===== config.mk =====
export PLATFORM = sky130hd
export DESIGN_NAME = led_frame_buffer_flat
export DESIGN_NICKNAME = d
export VERILOG_FILES = /design/src/rtl/led_frame_pkg.sv /design/src/rtl/led_frame_buffer_if.sv /design/src/rtl/led_color_ram.sv /design/src/rtl/led_frame_buffer.sv /design/src/flat_wrapper.sv
export SDC_FILE = /design/constraint.sdc
export NUM_CORES = 1
export LEC_CHECK = 0
export ABC_AREA = 1
export CORE_MARGIN = 2
export CORE_UTILIZATION = 45
export CTS_BUF_LIST = sky130_fd_sc_hd__clkbuf_8
export DETAILED_ROUTE_END_ITERATION = 8
export PLACE_DENSITY = 0.67
export SYNTH_ARGS = -nofsm -noshare
export SYNTH_HDL_FRONTEND = slang
export SYNTH_SLANG_ARGS = --single-unit

===== constraint.sdc =====
create_clock -name clk -period 3.3 [get_ports clk]
set_clock_uncertainty 0.05 [all_clocks]
set_input_delay 0.66 -clock clk [delete_from_list [all_inputs] [get_ports clk]]
set_output_delay 0.66 -clock clk [all_outputs]
set_load 0.03 [all_outputs]

===== src/rtl/led_frame_pkg.sv =====
// Shared definitions for the LED frame buffer and the WS2812b driver.
//   COLOR_W    : packed {R,G,B} word width
//   wr_state_t : host write FSM encoding
//   log2       : address width helper (never below 1)
package led_frame_pkg;

    localparam int COLOR_W = 24;

    typedef enum logic [1:0] {
        ST_IDLE  = 2'd0,
        ST_RED   = 2'd1,
        ST_GREEN = 2'd2,
        ST_BLUE  = 2'd3
    } wr_state_t;

    // Ceiling log2. Returns at least 1 so a single-LED strip still has an address bit.
    function automatic int log2(input int n);
        int r;
        r = 0;
        while ((1 << r) < n) r++;
        return (r < 1) ? 1 : r;
    endfunction

endpackage


===== src/rtl/led_frame_buffer_if.sv =====
// Host byte stream, driver read handshake and frame status of the frame buffer.
//   slave  : the frame buffer side
//   master : the host/driver side (stimulus in a bench)
interface led_frame_buffer_if #(
    parameter int LED_ADDRESS_WIDTH = 2
);
    logic [7:0]                   byte_in;
    logic                         byte_valid;
    logic                         frame_start;
    logic                         data_request;
    logic [LED_ADDRESS_WIDTH-1:0] address;
    logic [7:0]                   red_out;
    logic [7:0]                   green_out;
    logic [7:0]                   blue_out;
    logic                         frame_pending;
    logic                         frame_swapped;
    logic                         frame_dropped;

    modport slave (
        input  byte_in, byte_valid, frame_start, data_request, address,
        output red_out, green_out, blue_out, frame_pending, frame_swapped, frame_dropped
    );

    modport master (
        output byte_in, byte_valid, frame_start, data_request, address,
        input  red_out, green_out, blue_out, frame_pending, frame_swapped, frame_dropped
    );
endinterface


===== src/rtl/led_color_ram.sv =====
// Colour store: one write port, one synchronous read port, no reset.
//   we/waddr/wdata : write port
//   re/raddr/rdata : read port; rdata holds until the next re
module led_color_ram
    import led_frame_pkg::*;
#(
    parameter int ADDR_W = 3
) (
    input  logic               clk,
    input  logic               we,
    input  logic [ADDR_W-1:0]  waddr,
    input  logic [COLOR_W-1:0] wdata,
    input  logic               re,
    input  logic [ADDR_W-1:0]  raddr,
    output logic [COLOR_W-1:0] rdata
);
    logic [COLOR_W-1:0] mem [2**ADDR_W];

    always_ff @(posedge clk) begin
        if (we) mem[waddr] <= wdata;
        if (re) rdata <= mem[raddr];
    end
endmodule


===== src/rtl/led_frame_buffer.sv =====
// Double-buffered RGB frame store feeding the WS2812b driver.
//   clk, reset : system clock, async active-high reset
//   bus        : host bytes in, driver request/address in, colours and frame status out
// The host fills the back bank; the driver reads the front bank. Banks swap only
// when the driver requests address 0 with a complete frame pending.
module led_frame_buffer
    import led_frame_pkg::*;
#(
    parameter int NUM_LEDS          = 4,
    parameter int LED_ADDRESS_WIDTH = log2(NUM_LEDS)
) (
    input  logic clk,
    input  logic reset,
    led_frame_buffer_if.slave bus
);
    localparam int AW = LED_ADDRESS_WIDTH;
    localparam logic [AW-1:0] LAST_LED = AW'(NUM_LEDS - 1);

    wr_state_t    state;
    logic [AW-1:0] idx;
    logic [7:0]   r_hold, g_hold;
    logic         front, front_valid, pending, swapped, dropped;
    logic         rd_ok_q;

    logic               swap, front_next, in_range, we, re;
    logic [AW:0]        waddr, raddr;
    logic [COLOR_W-1:0] wdata, rdata;

    // Swap decision uses the pre-update pending flag, so a frame finishing
    // this cycle waits for the next driver frame start.
    assign swap       = bus.data_request && (bus.address == '0) && pending;
    assign front_next = front ^ swap;
    assign in_range   = int'(bus.address) < NUM_LEDS;

    // A frame_start byte always restarts the frame, so it can never be a blue byte.
    assign we    = bus.byte_valid && !bus.frame_start && (state == ST_BLUE);
    assign waddr = {~front, idx};
    assign wdata = {r_hold, g_hold, bus.byte_in};
    assign re    = bus.data_request && in_range;
    assign raddr = {front_next, bus.address};

    led_color_ram #(.ADDR_W(AW + 1)) u_ram (
        .clk   (clk),
        .we    (we),
        .waddr (waddr),
        .wdata (wdata),
        .re    (re),
        .raddr (raddr),
        .rdata (rdata)
    );

    always_ff @(posedge clk or posedge reset) begin
        if (reset) begin
            state       <= ST_IDLE;
            idx         <= '0;
            r_hold      <= '0;
            g_hold      <= '0;
            front       <= 1'b0;
            front_valid <= 1'b0;
            pending     <= 1'b0;
            swapped     <= 1'b0;
            dropped     <= 1'b0;
            rd_ok_q     <= 1'b0;
        end else begin
            swapped     <= swap;
            dropped     <= 1'b0;
            front       <= front_next;
            front_valid <= front_valid | swap;
            if (swap) pending <= 1'b0;

            // Memory is undefined until a complete frame reaches the front bank,
            // so reads before that (and out-of-range reads) return black.
            if (bus.data_request) rd_ok_q <= in_range && (front_valid || swap);

            if (bus.byte_valid && bus.frame_start) begin
                r_hold  <= bus.byte_in;
                idx     <= '0;
                state   <= ST_GREEN;
                pending <= 1'b0;
                dropped <= pending && !swap;
            end else if (bus.byte_valid) begin
                case (state)
                    ST_RED: begin
                        r_hold <= bus.byte_in;
                        state  <= ST_GREEN;
                    end
                    ST_GREEN: begin
                        g_hold <= bus.byte_in;
                        state  <= ST_BLUE;
                    end
                    ST_BLUE: begin
                        if (idx == LAST_LED) begin
                            pending <= 1'b1;
                            state   <= ST_IDLE;
                        end else begin
                            idx   <= idx + 1'b1;
                            state <= ST_RED;
                        end
                    end
                    default: ;
                endcase
            end
        end
    end

    assign bus.red_out       = rd_ok_q ? rdata[23:16] : 8'd0;
    assign bus.green_out     = rd_ok_q ? rdata[15:8]  : 8'd0;
    assign bus.blue_out      = rd_ok_q ? rdata[7:0]   : 8'd0;
    assign bus.frame_pending = pending;
    assign bus.frame_swapped = swapped;
    assign bus.frame_dropped = dropped;
endmodule


===== src/flat_wrapper.sv =====
// flat-port wrapper written by rule: the top's interface ports become plain ports
module led_frame_buffer_flat import led_frame_pkg::*;
#(
    parameter int NUM_LEDS          = 4,
    parameter int LED_ADDRESS_WIDTH = log2(NUM_LEDS)
)
  (clk, reset, bus_byte_in, bus_byte_valid, bus_frame_start, bus_data_request, bus_address, bus_red_out, bus_green_out, bus_blue_out, bus_frame_pending, bus_frame_swapped, bus_frame_dropped);
  led_frame_buffer_if #(.LED_ADDRESS_WIDTH(LED_ADDRESS_WIDTH)) bus_i ();
  input  logic clk;
  input  logic reset;
  input wire logic [$bits(bus_i.byte_in)-1:0] bus_byte_in;
  input wire logic [$bits(bus_i.byte_valid)-1:0] bus_byte_valid;
  input wire logic [$bits(bus_i.frame_start)-1:0] bus_frame_start;
  input wire logic [$bits(bus_i.data_request)-1:0] bus_data_request;
  input wire logic [$bits(bus_i.address)-1:0] bus_address;
  output wire logic [$bits(bus_i.red_out)-1:0] bus_red_out;
  output wire logic [$bits(bus_i.green_out)-1:0] bus_green_out;
  output wire logic [$bits(bus_i.blue_out)-1:0] bus_blue_out;
  output wire logic [$bits(bus_i.frame_pending)-1:0] bus_frame_pending;
  output wire logic [$bits(bus_i.frame_swapped)-1:0] bus_frame_swapped;
  output wire logic [$bits(bus_i.frame_dropped)-1:0] bus_frame_dropped;
  assign bus_i.byte_in = bus_byte_in;
  assign bus_i.byte_valid = bus_byte_valid;
  assign bus_i.frame_start = bus_frame_start;
  assign bus_i.data_request = bus_data_request;
  assign bus_i.address = bus_address;
  assign bus_red_out = bus_i.red_out;
  assign bus_green_out = bus_i.green_out;
  assign bus_blue_out = bus_i.blue_out;
  assign bus_frame_pending = bus_i.frame_pending;
  assign bus_frame_swapped = bus_i.frame_swapped;
  assign bus_frame_dropped = bus_i.frame_dropped;
  led_frame_buffer #(.NUM_LEDS(NUM_LEDS), .LED_ADDRESS_WIDTH(LED_ADDRESS_WIDTH)) u_core (.clk(clk), .reset(reset), .bus(bus_i));
endmodule

; ---- Word level (Yosys, flattened, before mapping)
; Memory sizes are Yosys's and may differ from the RTL's. A register that Yosys moved wholly into a read port is not among the register bits.
; Index checks and enable logic that the tools add are counted.
[totals]
romBits = 0
wordCells = 61
mem_bits_rw = 192
mem_count = 1
regBits = 26
latchBits = 0
inputBits = 15
out_inout_bits = 27
[mem_list]
columns = name, words, width, read_ports, rd_ports_with_merged_regs, wr, line_no
row1 = u_core.u_ram.mem, 8, 24, 1, 1, 1, led_color_ram.sv:17  ; logic [COLOR_W-1:0] mem [2**ADDR_W];
[op_classes]
muxes = 22
n_reduce_logical = 18
multipliers = 0
eq_ne = 5
add_sub_neg = 1
div = 0
magnitude_cmp = 0
n_bitwise = 4
shifts = 0
[ops]
columns = operator, n
row1 = $mux 8, 6
row2 = $mux 2, 6
row3 = $mux 1, 9
row4 = $eq 2x2->1 const B, 3
row5 = $logic_and 1x1->1, 6
row6 = $pmux 2 s3, 1
row7 = $reduce_and 3->1, 2
row8 = $reduce_bool 2->1, 3
row9 = $reduce_and 2->1, 2
row10 = $reduce_bool 4->1, 1
row11 = $add 2x1->2 const B, 1
row12 = $eq 2x1->1 const B, 1
row13 = $logic_not 1->1, 2
row14 = $logic_not 2->1, 1
row15 = $ne 2x1->1 const B, 1
row16 = $not 1->1, 2
row17 = $logic_or 1x1->1, 1
row18 = $or 1x1->1, 1
row19 = $xor 1x1->1, 1

; ---- Longest topological paths before layout
[depth]
depth_word = 8
depth_mapped = 9
ltp_nobuf = 7

; ---- Cells and area by module
; Synthesis repeated with hierarchy kept, for this count alone.
[hier_totals]
cells_unflattened = 1043
area_unflattened_um2 = 10492.6
[by_module_without_submodules]
columns = mod, cells_per_inst, n_inst, area_each_um2
row1 = led_color_ram, 872, 1, 9146.3
row2 = led_frame_buffer, 171, 1, 1346.3

; ---- Worst setup path after synthesis
; No wires, ideal clock.
[synth_timing]
path_kind = input-to-reg
startpoint = in bus_byte_valid
endpoint = mem u_core.u_ram.mem[0][0], enable pin
t_arrival_ns = 2.109
stages = 6
setup_time_ns = 0.405
n_path_buf = 0
slack_ns = 0.736
cell_sequence = inv_2 nor2_2 inv_1 nor2_1 nand2_1 nor2_1
[synth_between]
elab_chain_cells = 4
[synth_rtl]
columns = item, line_no
row1 = from (decl), flat_wrapper.sv:12  ; input wire logic [$bits(bus_i.byte_valid)-1:0] bus_byte_valid;
row2 = $logic_and 1x1->1 (2 in a row), led_frame_buffer.sv:36  ; assign we = bus.byte_valid && !bus.frame_start && (state == ST_BLUE);
row3 = $mux 1, led_color_ram.sv:20  ; if (we) mem[waddr] <= wdata;
row4 = $mux 1 (implied by the code), led_color_ram.sv:20
row5 = to (decl), led_color_ram.sv:17
; Every way passes these cells.

; ---- Worst setup path in the final report
[layout_timing]
startpoint = reg u_core.rd_ok_q
endpoint = out bus_blue_out[6]
[layout_between]
elab_chain_cells = 1
[layout_rtl]
columns = item, line_no
row1 = from (decl), led_frame_buffer.sv:23  ; logic rd_ok_q;
row2 = from (signal assigned), led_frame_buffer.sv:73  ; if (bus.data_request) rd_ok_q <= in_range && (front_valid || swap);
row3 = $mux 8, led_frame_buffer.sv:108  ; assign bus.blue_out = rd_ok_q ? rdata[7:0] : 8'd0;
row4 = to (decl), flat_wrapper.sv:18  ; output wire logic [$bits(bus_i.blue_out)-1:0] bus_blue_out;
; Every way passes these cells.

==> flow_metrics.tcl <==
set metrics [dict create \
    grt_first_pass_wirelength_um 34390 \
    path_delay_family "buffers and inverters" \
    fill_cells 1946 \
    synthTopCellsByCount "nand2_1, edfxtp_1, inv_1" \
    wirelength_um 21880 \
    status "complete, no violations" \
    cts_resized 0 \
    start_util_pct 45.53 \
    die_area_sq_mm 0.02399 \
    insertedDiodeCount 0 \
    leakagePower_nw 5.128 \
    max_freq_ghz 0.3582 \
    grt.total_usage_pct 18.94 \
    portBuffers 41 \
    power_mw 6.782 \
    synth_most_common_cell "nand2_1" \
    synth_cells 968 \
    max_stage_delay_ns 0.70 \
    yosysWarningCount 0 \
    crit_path_cell_trace "buf_4, nand2_1, inv_1, clkdlybuf4s50_1" \
    numCtsBuffers 39 \
    synthArstFlopShare_pct 10.74 \
    dp_cells 1270 \
    vias 6530 \
    grt_overflow 0 \
    drc 0 \
    ant_nets 0 \
    root_buffer "clkbuf_8" \
    yosys.area.top_type "edfxtp_1" \
    worstPathRequired_ns 2.59 \
    synth_compound_area_share_pct 1.209 \
    setup_ws_ns 0.5086 \
    first_global_vias 6228 \
    instances_no_fill 1338 \
    io_pins 42 \
    fp-row-count 55 \
    yosysTopAreaCellShare_pct 63.31 \
    synth-seq-cells 242 \
    antenna_found_initial 0 \
    die_w_um 154.9 \
    rsz0062_at_grt "no" \
    place_congestion 0.8054 \
    start_kind "flop" \
    layout-drive-gt1-share_pct 7.787 \
    syn-num-nets 988 \
    die_y_um 154.9 \
    synth-simple-area-share_pct 21.18 \
    synth_mux_area_share_pct 0 \
    vdd_drop_max_mv 0.3560 \
    max-cap-violations 0 \
    vias_per_cell 4.880 \
    hpwl_um 13190 \
    core_area_sq_mm 0.02250 \
    cp_max_fo 22 \
    worstSkewPairLatency_ns 0.52 \
    synth_edf_count 216 \
    finalCriticalPeriod_ns 2.791 \
    nets 1046 \
    synthAdderAreaFrac_pct 0.6106 \
    cts_setup_buffers 0 \
    syn_avg_cell_area_sq_um 10.58 \
    drv_slew 0 \
    path_buf_inv 3 \
    yosysUniqueCellTypes 22 \
    ys_seq_area_share_pct 69.66 \
    first_iter_violations 676 \
    cts_tree "done" \
    synth_xor_area_share_pct 0 \
    dp_slack_ns 0.5151 \
    p_per_area_mw_per_mm2 581.5 \
    slew-limit-headroom_pct 33.44 \
    timing.final.hold_violations 0 \
    worst_slew_pin_slew_ns 0.9970 \
    clockBufferDepth 3 \
    synth_ff_type "edfxtp_1" \
    synthesis.area_sq_mm 0.01024 \
    synth.top_cells.by_area "edfxtp_1, nand2_1, dfrtp_1" \
    min_path_type "reg -> reg" \
    fin_area_sq_mm 0.01166 \
    clk_pin_slew_worst_paths_ns 0.06 \
    postCtsHoldBufs 0 \
    area_growth_pct 13.84 \
    crit_type "reg -> out" \
    tns_ns 0 \
    cpMaxStageDelayCell "clkdlybuf4s50_1" \
    critical_path_arrival_ns 2.08 \
    synth_top_family_by_area "simple AND/OR/NAND/NOR gates" \
    setup_viol 0 \
    drtPass1Iterations 7 \
    clock_sinks 242 \
    wl_per_cell_um 16.35 \
    end_kind "output port" \
    grt_max_degree 94 \
    fin_crit_sh_pct 84.59 \
    place_area_sq_mm 0.01094 \
    cts.htree.levels 2 \
]
==> worst min-delay path, stage by stage (launching register included) <==
cell and delay, ns:
dfrtp_1 0.33, inv_1 0.05, nand2_1 0.06
==> power by group <==
group          switching, mW  total, mW  internal [mW]
logic                  0.323      0.496          0.173
registers              0.261       3.89           3.63
clock network           1.11       2.40           1.29
total                   1.69       6.78           5.09
==> layer usage <==
metal / track usage, % / part of all wire (%)
met1: 27.47 / 47
met2: 28.72 / 46
met3: 3.816 / 5.8
met4: 6.570 / 1.9
met5: 0 / 0
==> cell families after synthesis <==
logic type      count (synthesis)
compound gates                 24
buf+inv                       182
fa+ha+maj                       5
flops                         242
simple gates                  515
==> layout by cell type, fill, tap and decap left out <==
| master | instances |
|---|---|
| a21boi_0 | 1 |
| a31oi_1 | 1 |
| buf_12 | 1 |
| buf_2 | 1 |
| buf_4 | 16 |
| bufinv_16 | 1 |
| clkbuf_8 | 44 |
| clkdlybuf4s50_1 | 39 |
| clkinv_1 | 4 |
| clkinv_2 | 2 |
| dfrtp_1 | 26 |
| edfxtp_1 | 216 |
| ha_1 | 5 |
| inv_1 | 156 |
| inv_2 | 3 |
| nand2_1 | 373 |
| nand2_2 | 3 |
| nand3_1 | 74 |
| nand3_2 | 1 |
| nand4_1 | 2 |
| nor2_1 | 4 |
| nor2_2 | 10 |
| o21ai_0 | 13 |
| o21ai_1 | 9 |
| or2_1 | 48 |
==> flip-flops by register name (all words and copies together) (netlist names) <==
name / flops
u_core.front: 1
u_core.r_hold: 8
u_core.u_ram.mem: 192
u_core.bus.frame_dropped: 1
u_core.g_hold: 8
u_core.bus.frame_swapped: 1
u_core.u_ram.rdata: 24
u_core.rd_ok_q: 1
u_core.idx: 2
u_core.state: 2
u_core.front_valid: 1
u_core.bus.frame_pending: 1
==> stage by stage <==
| stage | utilization [%] | hold WS [ns] |
|---|---|---|
| 6_report | 51.83 | 0.4141 |
| 5_1_grt | 51.83 | 0.4555 |
| 4_1_cts | 51.83 | 0.4175 |
| 3_5_place_dp | 48.61 | 0.4021 |
| 3_3_place_gp | 48.61 | 0.3885 |
| 2_1_floorplan | - | 0.3732 |
==> worst paths after layout <==
kind / slack (ns) / cells past startpoint / start / endpoint
max in group asynchronous: 2.50 / 3 / reset / u_core.r_hold[3]$_DFFE_PP0P_
min: 0.41 / 2 / u_core.front_valid$_DFF_PP0_ / u_core.front_valid$_DFF_PP0_
min reg2reg: 0.41 / 2 / u_core.front_valid$_DFF_PP0_ / u_core.front_valid$_DFF_PP0_
max: 0.51 / 4 / u_core.rd_ok_q$_DFFE_PP0P_ / bus_blue_out[6]
max reg2reg: 1.37 / 6 / u_core.state[0]$_DFFE_PP0P_ / u_core.u_ram.mem[0][7]$_DFFE_PP_
min in group asynchronous: 0.45 / 3 / reset / u_core.r_hold[2]$_DFFE_PP0P_
==> final cells by class <==
type / instances / area, sq um / area share (%)
repair buffers: 57 / 535.5 / 4.592
well taps: 285 / 356.6 / 3.058
clock inverters: 24 / 118.9 / 1.019
multi-input cells: 544 / 2376 / 20.37
inverters: 142 / 533.0 / 4.570
flip-flops and latches: 242 / 7137 / 61.20
clock buffers: 44 / 605.6 / 5.193
Power figures use the tool's default switching activity.
